**src/rtl/vec_pkg.sv**
```systemverilog
// Shared constants and state encoding for the vector load/store sequencer.
//   ELEMS  : elements per vector register (transfer count per command)
//   WIDTH  : element / memory word width
//   AWIDTH : memory address width
//   RWIDTH : vector register index width
//   CWIDTH : element counter width
package vec_pkg;

  localparam int ELEMS  = 16;
  localparam int WIDTH  = 16;
  localparam int AWIDTH = 16;
  localparam int RWIDTH = 3;
  localparam int CWIDTH = $clog2(ELEMS);

  localparam logic [CWIDTH-1:0] CNT_ZERO   = {CWIDTH{1'b0}};
  localparam logic [CWIDTH-1:0] CNT_ONE    = {{(CWIDTH-1){1'b0}}, 1'b1};
  localparam logic [CWIDTH-1:0] CNT_LAST   = CWIDTH'(ELEMS - 1);
  localparam logic [CWIDTH-1:0] CNT_PENULT = CWIDTH'(ELEMS - 2);

  typedef enum logic [2:0] {
    IDLE     = 3'd0,
    LD_PRIME = 3'd1,
    LD_XFER  = 3'd2,
    ST_XFER  = 3'd3,
    ST_DRAIN = 3'd4,
    DONE     = 3'd5
  } ldst_state_t;

endpackage

```
**src/rtl/vec_addr_gen.sv**
```systemverilog
// Strided memory address generator.
//   Clk, Rst_n : clock, asynchronous active-low reset
//   load       : capture base and stride; addr becomes base next cycle
//   step       : advance addr by the captured stride (wraps mod 2^AWIDTH)
//   base       : first address of the command
//   stride     : per-element address increment
//   addr       : current (registered) address
module vec_addr_gen
  import vec_pkg::*;
(
  input  logic              Clk,
  input  logic              Rst_n,
  input  logic              load,
  input  logic              step,
  input  logic [AWIDTH-1:0] base,
  input  logic [AWIDTH-1:0] stride,
  output logic [AWIDTH-1:0] addr
);

  logic [AWIDTH-1:0] addr_r;
  logic [AWIDTH-1:0] stride_r;

  // Address and stride registers; load has priority over step.
  always_ff @(posedge Clk or negedge Rst_n) begin
    if (!Rst_n) begin
      addr_r   <= {AWIDTH{1'b0}};
      stride_r <= {AWIDTH{1'b0}};
    end else if (load) begin
      addr_r   <= base;
      stride_r <= stride;
    end else if (step) begin
      addr_r   <= addr_r + stride_r;
    end else begin
      addr_r   <= addr_r;
    end
  end

  assign addr = addr_r;

endmodule

```
**src/rtl/vec_ldst_seq.sv**
```systemverilog
// Vector load/store sequencer between data memory and the serial port of the
// vector register file. A load streams ELEMS memory words into one vector
// register; a store streams one vector register out to memory.
// Ports:
//   Clk, Rst_n          clock, asynchronous active-low reset
//   Start, IsStore      command strobe (accepted only in IDLE) and direction
//   VRegSel, BaseAddr   vector register and first memory address of the command
//   Stride              address increment (present only with VEC_LDST_STRIDE_EN)
//   Busy, Done          command in progress / one-cycle completion pulse
//   Addr, RD_s, WR_s    vector register file serial control
//   DataIn_s, DataOut_s vector register file serial write / read data
//   MemAddr, MemRd, MemWr, MemWrData, MemRdData   data memory port
// Configuration: define VEC_LDST_STRIDE_EN to add the Stride port; otherwise
// the stride is fixed at 1.
module vec_ldst_seq
  import vec_pkg::*;
(
  input  logic              Clk,
  input  logic              Rst_n,
  input  logic              Start,
  input  logic              IsStore,
  input  logic [RWIDTH-1:0] VRegSel,
  input  logic [AWIDTH-1:0] BaseAddr,
`ifdef VEC_LDST_STRIDE_EN
  input  logic [AWIDTH-1:0] Stride,
`endif
  output logic              Busy,
  output logic              Done,
  output logic [RWIDTH-1:0] Addr,
  output logic              RD_s,
  output logic              WR_s,
  output logic [WIDTH-1:0]  DataIn_s,
  input  logic [WIDTH-1:0]  DataOut_s,
  output logic [AWIDTH-1:0] MemAddr,
  output logic              MemRd,
  output logic              MemWr,
  output logic [WIDTH-1:0]  MemWrData,
  input  logic [WIDTH-1:0]  MemRdData
);

  ldst_state_t       state_r, next_state_s;
  logic [CWIDTH-1:0] cnt_r, nxt_cnt_s;
  logic [RWIDTH-1:0] vreg_r;
  logic              busy_r, done_r, rd_r, wr_r, memrd_r, memwr_r;
  logic              nxt_busy_s, nxt_done_s, nxt_rd_s, nxt_wr_s, nxt_memrd_s, nxt_memwr_s;
  logic              load_s, step_s;
  logic [AWIDTH-1:0] stride_s;
  logic [AWIDTH-1:0] mem_addr_s;

`ifdef VEC_LDST_STRIDE_EN
  assign stride_s = Stride;
`else
  assign stride_s = {{(AWIDTH-1){1'b0}}, 1'b1};
`endif

  // State register.
  always_ff @(posedge Clk or negedge Rst_n) begin
    if (!Rst_n) begin
      state_r <= IDLE;
    end else begin
      state_r <= next_state_s;
    end
  end

  // Next state plus next value of every registered output. Control outputs are
  // computed one cycle ahead so that they are flops, not state decode.
  always_comb begin
    next_state_s = state_r;
    nxt_cnt_s    = cnt_r;
    nxt_busy_s   = 1'b0;
    nxt_done_s   = 1'b0;
    nxt_rd_s     = 1'b0;
    nxt_wr_s     = 1'b0;
    nxt_memrd_s  = 1'b0;
    nxt_memwr_s  = 1'b0;
    load_s       = 1'b0;
    step_s       = 1'b0;
    case (state_r)
      IDLE: begin
        if (Start) begin
          load_s     = 1'b1;
          nxt_busy_s = 1'b1;
          nxt_cnt_s  = CNT_ZERO;
          if (IsStore) begin
            next_state_s = ST_XFER;
            nxt_rd_s     = 1'b1;
          end else begin
            next_state_s = LD_PRIME;
            nxt_memrd_s  = 1'b1;
          end
        end else begin
          next_state_s = IDLE;
        end
      end
      LD_PRIME: begin
        // First read is in flight; its data arrives with the first write.
        step_s       = 1'b1;
        next_state_s = LD_XFER;
        nxt_cnt_s    = CNT_ZERO;
        nxt_busy_s   = 1'b1;
        nxt_wr_s     = 1'b1;
        nxt_memrd_s  = 1'b1;
      end
      LD_XFER: begin
        step_s = 1'b1;
        if (cnt_r == CNT_LAST) begin
          next_state_s = DONE;
          nxt_done_s   = 1'b1;
        end else begin
          next_state_s = LD_XFER;
          nxt_cnt_s    = cnt_r + CNT_ONE;
          nxt_busy_s   = 1'b1;
          nxt_wr_s     = 1'b1;
          // Prefetch runs one element ahead, so no read in the last element.
          nxt_memrd_s  = (cnt_r != CNT_PENULT);
        end
      end
      ST_XFER: begin
        // Memory writes trail register reads by one cycle, so the address
        // must not move until the first write is presented.
        step_s      = (cnt_r != CNT_ZERO);
        nxt_busy_s  = 1'b1;
        nxt_memwr_s = 1'b1;
        if (cnt_r == CNT_LAST) begin
          next_state_s = ST_DRAIN;
        end else begin
          next_state_s = ST_XFER;
          nxt_cnt_s    = cnt_r + CNT_ONE;
          nxt_rd_s     = 1'b1;
        end
      end
      ST_DRAIN: begin
        next_state_s = DONE;
        nxt_done_s   = 1'b1;
      end
      DONE: begin
        next_state_s = IDLE;
        nxt_cnt_s    = CNT_ZERO;
      end
      default: begin
        next_state_s = IDLE;
        nxt_cnt_s    = CNT_ZERO;
      end
    endcase
  end

  // Element counter and registered control outputs.
  always_ff @(posedge Clk or negedge Rst_n) begin
    if (!Rst_n) begin
      cnt_r   <= CNT_ZERO;
      busy_r  <= 1'b0;
      done_r  <= 1'b0;
      rd_r    <= 1'b0;
      wr_r    <= 1'b0;
      memrd_r <= 1'b0;
      memwr_r <= 1'b0;
    end else begin
      cnt_r   <= nxt_cnt_s;
      busy_r  <= nxt_busy_s;
      done_r  <= nxt_done_s;
      rd_r    <= nxt_rd_s;
      wr_r    <= nxt_wr_s;
      memrd_r <= nxt_memrd_s;
      memwr_r <= nxt_memwr_s;
    end
  end

  // Vector register index, held for the whole command.
  always_ff @(posedge Clk or negedge Rst_n) begin
    if (!Rst_n) begin
      vreg_r <= {RWIDTH{1'b0}};
    end else if (load_s) begin
      vreg_r <= VRegSel;
    end else begin
      vreg_r <= vreg_r;
    end
  end

  vec_addr_gen u_addr_gen (
    .Clk    (Clk),
    .Rst_n  (Rst_n),
    .load   (load_s),
    .step   (step_s),
    .base   (BaseAddr),
    .stride (stride_s),
    .addr   (mem_addr_s)
  );

  assign Busy    = busy_r;
  assign Done    = done_r;
  assign RD_s    = rd_r;
  assign WR_s    = wr_r;
  assign MemRd   = memrd_r;
  assign MemWr   = memwr_r;
  assign Addr    = vreg_r;
  assign MemAddr = mem_addr_s;

  // Data moves straight through in the same cycle it is valid; gating with the
  // registered strobe keeps the buses at zero whenever no transfer is active.
  assign DataIn_s  = wr_r    ? MemRdData : {WIDTH{1'b0}};
  assign MemWrData = memwr_r ? DataOut_s : {WIDTH{1'b0}};

endmodule

```
**config.mk**
```make
export PLATFORM = sky130hd
export DESIGN_NAME = vec_ldst_seq
export DESIGN_NICKNAME = d
export VERILOG_FILES = /design/src/rtl/vec_pkg.sv /design/src/rtl/vec_addr_gen.sv /design/src/rtl/vec_ldst_seq.sv
export SDC_FILE = /design/constraint.sdc
export NUM_CORES = 1
export LEC_CHECK = 0
export CORE_ASPECT_RATIO = 1.25
export CORE_UTILIZATION = 38
export CTS_CLUSTER_DIAMETER = 80
export DETAILED_ROUTE_END_ITERATION = 10
export PLACE_DENSITY = 0.8
export SETUP_SLACK_MARGIN = 0.2
export SYNTH_ARGS = -nofsm -noshare
export SYNTH_HDL_FRONTEND = slang
export SYNTH_SLANG_ARGS = --single-unit
```
**constraint.sdc**
```tcl
create_clock -name Clk -period 2.35 [get_ports Clk]
set_input_delay 0.235 -clock Clk [delete_from_list [all_inputs] [get_ports Clk]]
set_output_delay 0.235 -clock Clk [all_outputs]
set_load 0.1 [all_outputs]
```
Word level (Yosys, flattened, before mapping)

Index checks and enable logic that the tools add are counted.

Input port bits: 55
Output and inout bits: 57
Register bits after elaboration: 33
Word-level logic and storage cells: 57

Multiplexer cells: 28
Add/sub/neg operators: 2
Reductions and logical operators: 7
Bitwise gates (word level): 1
Eq/ne operators: 8

Operators by type and width:

| kind                                           | number |
|---|---|
| 2-to-1 mux 16 bit                              | 4 |
| adder 16 x 1 -> 16 bit                         | 1 |
| case mux 3 bit (5 select lines)                | 1 |
| case mux 4 bit (3 select lines)                | 1 |
| 2-to-1 mux 1 bit                               | 10 |
| 2-to-1 mux 3 bit                               | 3 |
| 2-to-1 mux 4 bit                               | 2 |
| case mux 1 bit (2 select lines)                | 4 |
| == test 3 x 2 -> 1 bit (second input constant) | 2 |
| case mux 1 bit (3 select lines)                | 2 |
| OR reduction 2 bit                             | 3 |
| adder 4 x 1 -> 4 bit (second input constant)   | 1 |
| == test 4 bit (second input constant)          | 1 |
| inequality test 2 bit (second input constant)  | 2 |
| inequality test 4 bit (second input constant)  | 1 |
| nonzero test 4 bit                             | 1 |
| == test 3 x 1 -> 1 bit (second input constant) | 1 |
| == test 3 bit (second input constant)          | 1 |
| logical NOT 3 bit                              | 1 |
| AND reduction 3 bit                            | 1 |
| 2-to-1 mux 2 bit                               | 1 |
| nonzero test 2 bit                             | 1 |
| NOT 1 bit                                      | 1 |

Logic depth before layout (Yosys ltp)

Depth in word-level cells: 5
Mapped depth: 7
Gate-level depth less buffers: 6

Modules after synthesis

From an unflattened synthesis, not the netlist that was laid out.

Cell total of the unflattened synthesis: 313
Area total of the unflattened synthesis: 3042.9 um^2

By module, submodules not included:

| module       | area each (um^2) | instances | cells each | sequential area each (um^2) |
|---|---|---|---|---|
| vec_addr_gen | 2026.9           | 1         | 201        | 800.8 |
| vec_ldst_seq | 1016.0           | 1         | 112        | 400.4 |

Worst setup path before layout

No wires, ideal clock.

Path kind: reg2reg
Start point: register u_addr_gen.addr_r[0] (netlist: u_addr_gen.addr[0])
End point: register u_addr_gen.addr_r[14] (netlist: u_addr_gen.addr[14])
Stages on the path, launching flop included: 7
Data arrival time: 2.115 ns
Library setup time: 0.137 ns
Required time: 2.213 ns
Slack: 0.097 ns
Buffers on the path: 0
Period minus slack after synthesis: 2.253 ns
Cells stage by stage: dfrtp_1 ha_1 ha_1 nand4_1 nor4_2 xnor2_1 a21oi_1

Word-level cells in the longest chain between the ends: 3

Ends and longest elaborated chain:

| item                     | line               | RTL |
|---|---|---|
| start: declaration       | vec_addr_gen.sv:20 | `logic [AWIDTH-1:0] addr_r;` |
| start signal: assignment | vec_addr_gen.sv:26 | `addr_r <= {AWIDTH{1'b0}};` |
| start signal: assignment | vec_addr_gen.sv:29 | `addr_r <= base;` |
| start signal: assignment | vec_addr_gen.sv:32 | `addr_r <= addr_r + stride_r;` |
| adder 16 x 1 -> 16 bit   | vec_addr_gen.sv:32 |  |
| 2-to-1 mux 16 bit        | vec_addr_gen.sv:31 | `end else if (step) begin` |
| 2-to-1 mux 16 bit        | vec_addr_gen.sv:28 | `end else if (load) begin` |

No other way between the ends. The select of a mux whose other input is x is not followed.
A chain may end at the register's enable or synchronous reset.

Worst setup path in the final report

Start point: register state_r[1]
End point: register u_addr_gen.addr_r[15] (netlist: u_addr_gen.addr[15])

Word-level cells in the longest chain between the ends: 4
Elaborated cells between the ends (all ways): 9
Classes of those cells: 3 x eq/ne; 3 x mux; 3 x reduce/logical

Ends and longest elaborated chain:

| item                                                                    | line               | RTL |
|---|---|---|
| start: declaration                                                      | vec_ldst_seq.sv:41 | `ldst_state_t state_r, next_state_s;` |
| start signal: assignment                                                | vec_ldst_seq.sv:61 | `state_r <= next_state_s;` |
| == test 3 x 2 -> 1 bit / == test 3 x 1 -> 1 bit (equally long branches) | vec_ldst_seq.sv:78 | `case (state_r)` |
| OR reduction 2 bit (no line)                                            | --                 |  |
| case mux 1 bit (2 select lines)                                         | vec_ldst_seq.sv:78 |  |
| nonzero test 2 bit (no line)                                            | --                 |  |
| end signal: assignment                                                  | vec_addr_gen.sv:29 |  |
| end signal: assignment                                                  | vec_addr_gen.sv:32 |  |
| end signal: assignment                                                  | vec_addr_gen.sv:34 | `addr_r <= addr_r;` |

Parallel ways exist; a longest one is shown, timed or not.

==> flow_metrics.py <==
metrics = {
    "clock_network": {
        "cts_setup_buffers": 0,
        "numCtsBuffers": 5,
        "cts_root_buffer": "clkbuf_8",
        "clk_pin_slew_ps": 70,
        "cts_resized": 0,
        "clock_latency_ps": 280,
        "htree_levels": 2,
        "cts.path.max_buffers": 2,
        "cts_tree": "yes",
        "cts.sinks": 33,
        "cts_hold_buf": 0,
    },
    "synth": {
        "synthesis.nets": 283,
        "synth-main-ff-cell": "dfrtp_1",
        "netlist_top_cells_area": "dfrtp_1 (42%), and2_1 (11%), xnor2_1 (6.7%)",
        "yosys_warnings": 0,
        "avgSynthCellArea_um2": 8.74,
        "yosysMostFrequentCell": "and2_1",
        "syn-cell-area_mm2": 0.00195,
        "ys_types": 32,
        "netlist_instances": 223,
        "yosysTopAreaCell": "dfrtp_1",
        "synth-seq-area-share": 0.424,
        "ys_ff_latch": 33,
        "async_flop_share": 1.00,
        "synth_edf_count": 0,
        "synth_common_cells": "and2_1 (34), dfrtp_1 (33), nand2_1 (32)",
        "synth_top_area_share": 0.424,
    },
    "cells_and_area": {
        "nNetsFinal": 393,
        "area_delta_synth_final_pct": 57.6,
        "fillCellCount": 414,
        "layout.area.seq_um2": 830,
        "drive_gt1_frac": 0.299,
        "n_antenna_cell": 0,
        "multi_input_area_mm2": 0.00108,
    },
    "floorplan": {
        "rows": 28,
        "io-pin-count": 112,
        "die_h_um": 82.1,
        "dieArea_mm2": 0.00542,
        "initial_core_util": 0.403,
        "die_x_um": 66.1,
        "coreArea_mm2": 0.00483,
    },
    "route": {
        "initialDrtViolationCount": 61,
        "firstDrtPassIters": 4,
        "post_drt_wl_per_cell_um": 13.0,
        "avgViaCountPerCell": 4.74,
        "drcViolationCount": 0,
        "routed_wl_mm": 5.14,
        "final_antenna_net_count": 0,
        "vias": 1867,
    },
    "sta": {
        "final_hold_viol_count": 0,
        "setup_violations": 0,
        "fin_crit_sh": 0.817,
        "finClkSkew_ps": 5.61,
        "setup_tns_ps": 0,
        "drv_slew": 0,
        "maxSlewHeadroom": 0.629,
        "rsz0062_at_grt": "no",
        "period_minus_slack_ps": 1920,
        "worstMarginPinSlew_ps": 552,
        "fmax_mhz": 521,
    },
    "worst_setup_path": {
        "worstRegToRegCells": 5,
        "crit_chain": "nor3b_1, a311o_4, nor4_2, xnor2_1, a21oi_1",
        "path_max_fanout": 16,
        "r2r_end": "u_addr_gen.addr[15]",
        "critPathArrivalTime_ps": 2070,
        "crit_path_top_delay_cell": "a311o_4",
        "endpoint_kind": "register",
        "r2r-start": "state_r[1]",
        "slowest_delay_ps": 520,
        "required_ps": 2500,
        "worstSetupPathType": "reg -> reg",
        "start_kind": "register",
        "r2r_slack_ps": 430,
    },
    "outcome": {
        "status": "finished clean",
    },
    "global_routing": {
        "gr-usage-all-layers": 0.195,
        "grt_pass1_wl_mm": 8.05,
        "grt_pass1_vias": 1700,
        "grt_overflow_total": 0,
        "antenna_found_initial": 0,
        "grt_max_degree": 34,
    },
    "flow_run": {
        "maxCapViolations": 0,
    },
    "placed_design": {
        "place_congestion": 0.833,
        "dp_hpwl_mm": 4.08,
        "io_buffers": 111,
    },
    "min_path": {
        "min_path_type": "in -> async",
    },
}
cell usage in the layout (no fill, tap or decap), types with 2 or more instances in the layout:
master | Yosys | final
buf_4 | 0 | 59
dfrtp_1 | 33 | 30
dfrtp_2 | 0 | 3
o21ai_0 | 11 | 11
and2_2 | 0 | 20
nor4_2 | 4 | 4
nand4_1 | 4 | 4
clkbuf_8 | 0 | 5
ha_1 | 5 | 5
and3_1 | 2 | 2
clkinv_2 | 0 | 2
and2_1 | 34 | 14
inv_1 | 6 | 6
nand2_1 | 32 | 32
nand3_1 | 7 | 7
nor2b_1 | 4 | 4
xnor2_1 | 15 | 15
mux2i_1 | 2 | 2
nand2b_1 | 2 | 2
o21ai_1 | 9 | 9
a21oi_1 | 9 | 9
nor3_2 | 4 | 4
nor2_1 | 19 | 19
clkdlybuf4s50_1 | 0 | 54
stage by stage:
stage	hold slack, ps	worst slack, ps	std cells	utilization	area (um^2)
final	354	430	394	0.636	3070
after global placement	456	501	386	0.619	2990
after global routing	409	271	394	0.636	3070
after floorplan	-60.6	200	223	-	1980
after detailed placement	463	446	386	0.619	2990
after CTS	364	431	394	0.636	3070
state kept, by name, indices dropped and copies added, names as in the netlist:
name                 count
u_addr_gen.addr         16
Addr                     3
Done                     1
state_r                  3
MemWr                    1
WR_s                     1
u_addr_gen.stride_r      1
cnt_r                    4
RD_s                     1
MemRd                    1
Busy                     1
area by class of cell:
class,instances,area share
clock buffer,6,0.0236
timing repair buffer,113,0.320
sequential,33,0.270
clock inverter,2,0.00326
tap,60,0.0244
multi-input combinational,174,0.351
inverter,6,0.00733
worst max-delay path by stage:
stage                     slack (ps)  depth (start not counted)               start                  end
after CTS                        430                          6            cnt_r[0]  u_addr_gen.addr[15]
after global routing             270                          6            cnt_r[0]  u_addr_gen.addr[15]
after global placement           500                          5          state_r[1]  u_addr_gen.addr[15]
after floorplan                  200                          5  u_addr_gen.addr[5]  u_addr_gen.addr[15]
final                            430                          5          state_r[1]  u_addr_gen.addr[15]
after detailed placement         450                          6            cnt_r[0]  u_addr_gen.addr[15]
logic make-up after synthesis:
family	Yosys count	share of synthesized area
compound gates	33	0.0956
xor+xnor	15	0.0674
fa+ha+maj	5	0.0321
buf+inv	16	0.0353
flops	33	0.424
mux	2	0.0103
simple gates	119	0.336
routing by layer:
layer,up-vias,track usage,wire length [um]
li1,953,-,-
met1,841,0.237,2160
met2,63,0.328,2520
met3,10,0.0458,343
met4,0,0.0872,112
met5,-,0,0
critical path, delay by kind of cell (launching register included):
| kind | cells | cell delay [ps] |
|---|---|---|
| xor+xnor | 1 | 150 |
| compound gates | 2 | 610 |
| flops | 1 | 480 |
| simple gates | 2 | 530 |
Power is left out: the tool's default activity adds up to more than one toggle a clock period on the data nets, which glitch-free logic cannot reach.
